[src/rtl/fp_sub_sat_pipe.sv]
// fp_sub_sat_pipe: two-stage pipelined signed fixed-point subtractor.
// Stage 1 forms the exact difference a - b at W_in+1 bits. Stage 2 rescales
// from W_in_F to W_out_F fractional bits, saturates to W_out bits and flags
// clamping. Valid/ready on both sides, two samples of buffering.
// Optional feature macro: FP_SUB_ROUND_EN (round half up on right shifts;
// when undefined, right shifts truncate toward -infinity).
module fp_sub_sat_pipe #(
  parameter int W_in    = 16,
  parameter int W_in_F  = 14,
  parameter int W_out   = 16,
  parameter int W_out_F = 14
) (
  input  logic             clk,
  input  logic             reset,
  input  logic             in_valid,
  output logic             in_ready,
  input  logic [W_in-1:0]  a,
  input  logic [W_in-1:0]  b,
  output logic             out_valid,
  input  logic             out_ready,
  output logic [W_out-1:0] diff,
  output logic             overflow,
  output logic             underflow,
  input  logic             clear_sticky,
  output logic             sticky_ovf,
  output logic             sticky_unf
);

  localparam int SH  = W_in_F - W_out_F;
  localparam int ASH = (SH < 0) ? -SH : SH;
  localparam int WM  = (W_in + 1 > W_out) ? W_in + 1 : W_out;
  // One spare bit beyond the worst-case growth so rounding never wraps.
  localparam int WW  = WM + ASH + 1;

  localparam logic signed [WW-1:0] MAXV = {{(WW-W_out+1){1'b0}}, {(W_out-1){1'b1}}};
  localparam logic signed [WW-1:0] MINV = {{(WW-W_out+1){1'b1}}, {(W_out-1){1'b0}}};

  logic             r_s1_valid;
  logic [W_in:0]    r_d1;
  logic             r_s2_valid;
  logic [W_out-1:0] r_diff;
  logic             r_ovf;
  logic             r_unf;
  logic             r_sticky_ovf;
  logic             r_sticky_unf;

  logic                 w_s2_adv;
  logic                 w_in_ready;
  logic                 w_out_xfer;
  logic signed [WW-1:0] w_ext;
  logic signed [WW-1:0] w_scaled;
  logic                 w_ovf;
  logic                 w_unf;
  logic [W_out-1:0]     w_sat;

  assign w_s2_adv   = !r_s2_valid || out_ready;
  assign w_in_ready = !r_s1_valid || w_s2_adv;
  assign w_out_xfer = r_s2_valid && out_ready;

  assign w_ext = {{(WW-W_in-1){r_d1[W_in]}}, r_d1};

  generate
    if (SH <= 0) begin : g_left
      // Gaining fractional bits is an exact left shift.
      assign w_scaled = w_ext <<< (-SH);
    end else begin : g_right
`ifdef FP_SUB_ROUND_EN
      localparam logic signed [WW-1:0] HALF = WW'(1) <<< (SH - 1);
      logic signed [WW-1:0] w_rnd;
      assign w_rnd    = w_ext + HALF;
      assign w_scaled = w_rnd >>> SH;
`else
      assign w_scaled = w_ext >>> SH;
`endif
    end
  endgenerate

  assign w_ovf = (w_scaled > MAXV);
  assign w_unf = (w_scaled < MINV);
  assign w_sat = w_ovf ? MAXV[W_out-1:0] :
                 w_unf ? MINV[W_out-1:0] : w_scaled[W_out-1:0];

  // Stage 1: capture the exact difference whenever the stage can take a sample.
  always_ff @(posedge clk or posedge reset) begin
    if (reset) begin
      r_s1_valid <= 1'b0;
      r_d1       <= '0;
    end else if (w_in_ready) begin
      r_s1_valid <= in_valid;
      if (in_valid) r_d1 <= {a[W_in-1], a} - {b[W_in-1], b};
    end
  end

  // Stage 2: rescale/saturate into the output register; holds under backpressure.
  always_ff @(posedge clk or posedge reset) begin
    if (reset) begin
      r_s2_valid <= 1'b0;
      r_diff     <= '0;
      r_ovf      <= 1'b0;
      r_unf      <= 1'b0;
    end else if (w_s2_adv) begin
      r_s2_valid <= r_s1_valid;
      if (r_s1_valid) begin
        r_diff <= w_sat;
        r_ovf  <= w_ovf;
        r_unf  <= w_unf;
      end
    end
  end

  // Sticky flags: a delivered clamp sets them and wins over a same-cycle clear.
  always_ff @(posedge clk or posedge reset) begin
    if (reset) begin
      r_sticky_ovf <= 1'b0;
      r_sticky_unf <= 1'b0;
    end else begin
      if (w_out_xfer && r_ovf) r_sticky_ovf <= 1'b1;
      else if (clear_sticky)   r_sticky_ovf <= 1'b0;
      if (w_out_xfer && r_unf) r_sticky_unf <= 1'b1;
      else if (clear_sticky)   r_sticky_unf <= 1'b0;
    end
  end

  assign in_ready   = w_in_ready;
  assign out_valid  = r_s2_valid;
  assign diff       = r_diff;
  assign overflow   = r_ovf;
  assign underflow  = r_unf;
  assign sticky_ovf = r_sticky_ovf;
  assign sticky_unf = r_sticky_unf;

endmodule

[config.mk]
export PLATFORM = sky130hd
export DESIGN_NAME = fp_sub_sat_pipe
export DESIGN_NICKNAME = d
export VERILOG_FILES = /design/src/rtl/fp_sub_sat_pipe.sv
export SDC_FILE = /design/constraint.sdc
export NUM_CORES = 1
export LEC_CHECK = 0
export CAP_MARGIN = 20
export CORE_AREA = 2 2 77 79
export DETAILED_ROUTE_END_ITERATION = 6
export DIE_AREA = 0 0 79 81
export GPL_ROUTABILITY_DRIVEN = 0
export HOLD_SLACK_MARGIN = 0.05
export PLACE_DENSITY_LB_ADDON = 0.12
export REMOVE_ABC_BUFFERS = 1
export SYNTH_ARGS = -nofsm -noshare
export SYNTH_HDL_FRONTEND = slang
export SYNTH_SLANG_ARGS = --single-unit
[constraint.sdc]
create_clock -name clk -period 2.9 [get_ports clk]
set_input_delay 0.725 -clock clk [delete_from_list [all_inputs] [get_ports clk]]
set_output_delay 0.725 -clock clk [all_outputs]
set_load 0.01 [all_outputs]
==> results_dict.tcl <==
set metrics [dict create \
    ant_nets 0 \
    numPortBuffers 58 \
    clkTransAtPathRegs_ps 70 \
    cts.htree.levels 2 \
    tightest_slew_ps 722 \
    p_clk_frac 0.245 \
    drtIter0Drc 77 \
    finalSetupTns_ps 0 \
    synth_cell_types 44 \
    slew_violations 0 \
    power_frac_seq 0.399 \
    drc 0 \
    synth_seq_cells 39 \
    num_antenna_cells 0 \
    r2r-end "r_d1[7]" \
    grt_pass1_vias 1879 \
    coreArea_um2 5680 \
    clk_latency_ps 290 \
    hpwl_um 4000 \
    p_leak_nw 1.44 \
    cts-buffers-inserted 5 \
    yosys.area.top_type_share 0.396 \
    min_path_type "register to register" \
    synthTopCellsByCount "o21ai_0 (43), dfrtp_1 (39), nand2_1 (38)" \
    cts.root.buffer_cell "clkbuf_8" \
    r2r_cells 5 \
    drv_cap 0 \
    drive_above_1_share 0.0643 \
    rrSetupSlack_ps 1150 \
    switching_share 0.309 \
    antenna_found_initial 0 \
    setup_viol 0 \
    avgSynthCellArea_um2 8.67 \
    worst_setup_path_end_kind "primary output" \
    syn-cell-area_um2 2460 \
    grt_max_degree 40 \
    num_io_pins 59 \
    ys_seq_area_frac 0.396 \
    nets 395 \
    finalCritPeriodShare 0.943 \
    cts_hold_buf 0 \
    crit_path_end "in_ready" \
    track_usage 0.174 \
    dr_total_vias 2138 \
    period_needed_ps 2730 \
    initial_core_util 0.434 \
    worst_ep_required_time_ps 2170 \
    cts.sinks 39 \
    grt_pass1_wl_um 8830 \
    synth_area_leaders "dfrtp_1 (40%), o21ai_0 (8.7%), ha_1 (8.1%)" \
    status "finished, final reports clean" \
    rsz0062_at_grt "false" \
    path_class "input pin to primary output" \
    report.final.hold_viol_count 0 \
    synth_edf_count 0 \
    cts_tree "built" \
    met3_usage 0.0300 \
    dieArea_um2 6400 \
    syn_inst 284 \
    critical_path.startpoint_type "input pin" \
    slew_headroom 0.518 \
    post_cts_buffers 0 \
    grtUsageMet2 0.266 \
    final_core_util 0.572 \
    die_x_um 79 \
    internal-power_mw 1.32 \
    fin_skew_ps 2.15 \
    wl_per_cell_um 12.5 \
    first_pass_iters 4 \
    power_density_nw_per_um2 589 \
    top_usage_layer "met2" \
    worstPathArrival_ps 2010 \
    vias_per_cell 5.13 \
    crit_fanout 4 \
    net-switching-power_mw 0.591 \
    hp-start "diff[2]" \
    grt_use_met1 0.252 \
    synth_ff_type "dfrtp_1" \
    drt-total-wl_um 5200 \
    ys_warn_count 0 \
    ctsResizeCount 0 \
    timing.critical_path.from "out_ready" \
    r2r-start "out_valid" \
    cts_buffer_depth 2 \
    yosys.area.top_type "dfrtp_1" \
    grt_overflow 0 \
    async_flop_share 1.00 \
    peakVddDrop_v 0.000340 \
    pwr-share-comb 0.356 \
    fmax_ghz 0.366 \
    num-fill-cells 547 \
    yosysMostFrequentCell "o21ai_0" \
    rows 28 \
    syn2layout_area_growth_pct 31.8 \
    die_h_um 81 \
]
critical path: stages:
cell,delay (ps)
clkdlybuf4s50_1,510
nand3b_1,210
clkdlybuf4s50_1,570
power groups by stage:
| stage | logic (mW) | registers (mW) | clock network [mW] |
|---|---|---|---|
| after floorplan | 0.321 | 0.804 | 0 |
| after global placement | 0.675 | 0.770 | 0 |
| after detailed placement | 0.683 | 0.777 | 0 |
| after CTS | 0.687 | 0.765 | 0.473 |
| after global routing | 0.761 | 0.783 | 0.502 |
| final | 0.681 | 0.764 | 0.469 |
final cells by class:
cell class,instances,area [um^2],area share
sequential,39,976,0.300
timing repair buffer,64,626,0.193
inverter,22,82.6,0.0254
multi-input combinational,209,1350,0.416
clock buffer,6,82.6,0.0254
clock inverter,2,35.0,0.0108
tap,75,93.8,0.0289
stage by stage:
step | setup slack (ps) | hold slack [ps] | power [mW] | std cells | area, um^2
after global routing | 105 | 508 | 2.05 | 417 | 3250
final | 166 | 479 | 1.91 | 417 | 3250
after CTS | 169 | 484 | 1.93 | 417 | 3250
after detailed placement | 87.4 | 467 | 1.46 | 409 | 3130
after global placement | 118 | 457 | 1.45 | 409 | 3130
after floorplan | 612 | 443 | 1.12 | 270 | 2410
state kept, by name, summed over array words and instances (netlist names):
| register | cells |
|---|---|
| diff | 16 |
| sticky_unf | 1 |
| r_d1 | 17 |
| underflow | 1 |
| out_valid | 1 |
| r_s1_valid | 1 |
| sticky_ovf | 1 |
| overflow | 1 |
metal layers:
metal / wire length (um) / share of wire / vias to the layer above
met1: 2650 / 0.51 / 935
met2: 2210 / 0.43 / 61
met4: 70 / 0.013 / 0
met3: 260 / 0.050 / 6
met5: 0 / 0 / -
li1: - / - / 1136
kinds of logic after synthesis:
logic type      count (synthesis)  share of synthesized area
mux                             3                     0.0137
fa+ha+maj                      19                     0.0975
flops                          39                      0.396
simple gates                   86                      0.172
xor+xnor                        4                     0.0142
buf+inv                        36                     0.0549
compound gates                 97                      0.252
worst min path at each step:
stage          cells past startpoint  slack (ps)       end
2_1_floorplan                      2         440  r_d1[12]
3_3_place_gp                       1         460   r_d1[4]
3_5_place_dp                       2         470   r_d1[5]
4_1_cts                            2         480   r_d1[5]
5_1_grt                            2         510   diff[5]
6_report                           2         480   diff[2]
placed cells by master, fill, tap and decap left out, types with 2 or more instances in the layout:
cell type and count:
ha_1 16, o31ai_1 2, nand2b_1 6, nor3_1 2, nand3_1 11, o22ai_1 2
a21o_1 5, o21a_1 9, a2111oi_0 2, o211ai_1 5, maj3_1 2, nor2b_1 5
a211o_1 4, xor2_1 4, nand4_1 5, nor4_1 2, inv_1 22, clkbuf_8 6
a221oi_1 2, nor2_1 7, buf_4 6, nor3b_1 2, nand2_1 38, nand3b_1 3
dfrtp_1 39, o21ai_0 43, clkdlybuf4s50_1 58, a21oi_1 11, mux2_2 3, o31a_1 3
No activity file was read; power rests on OpenSTA's default activity.
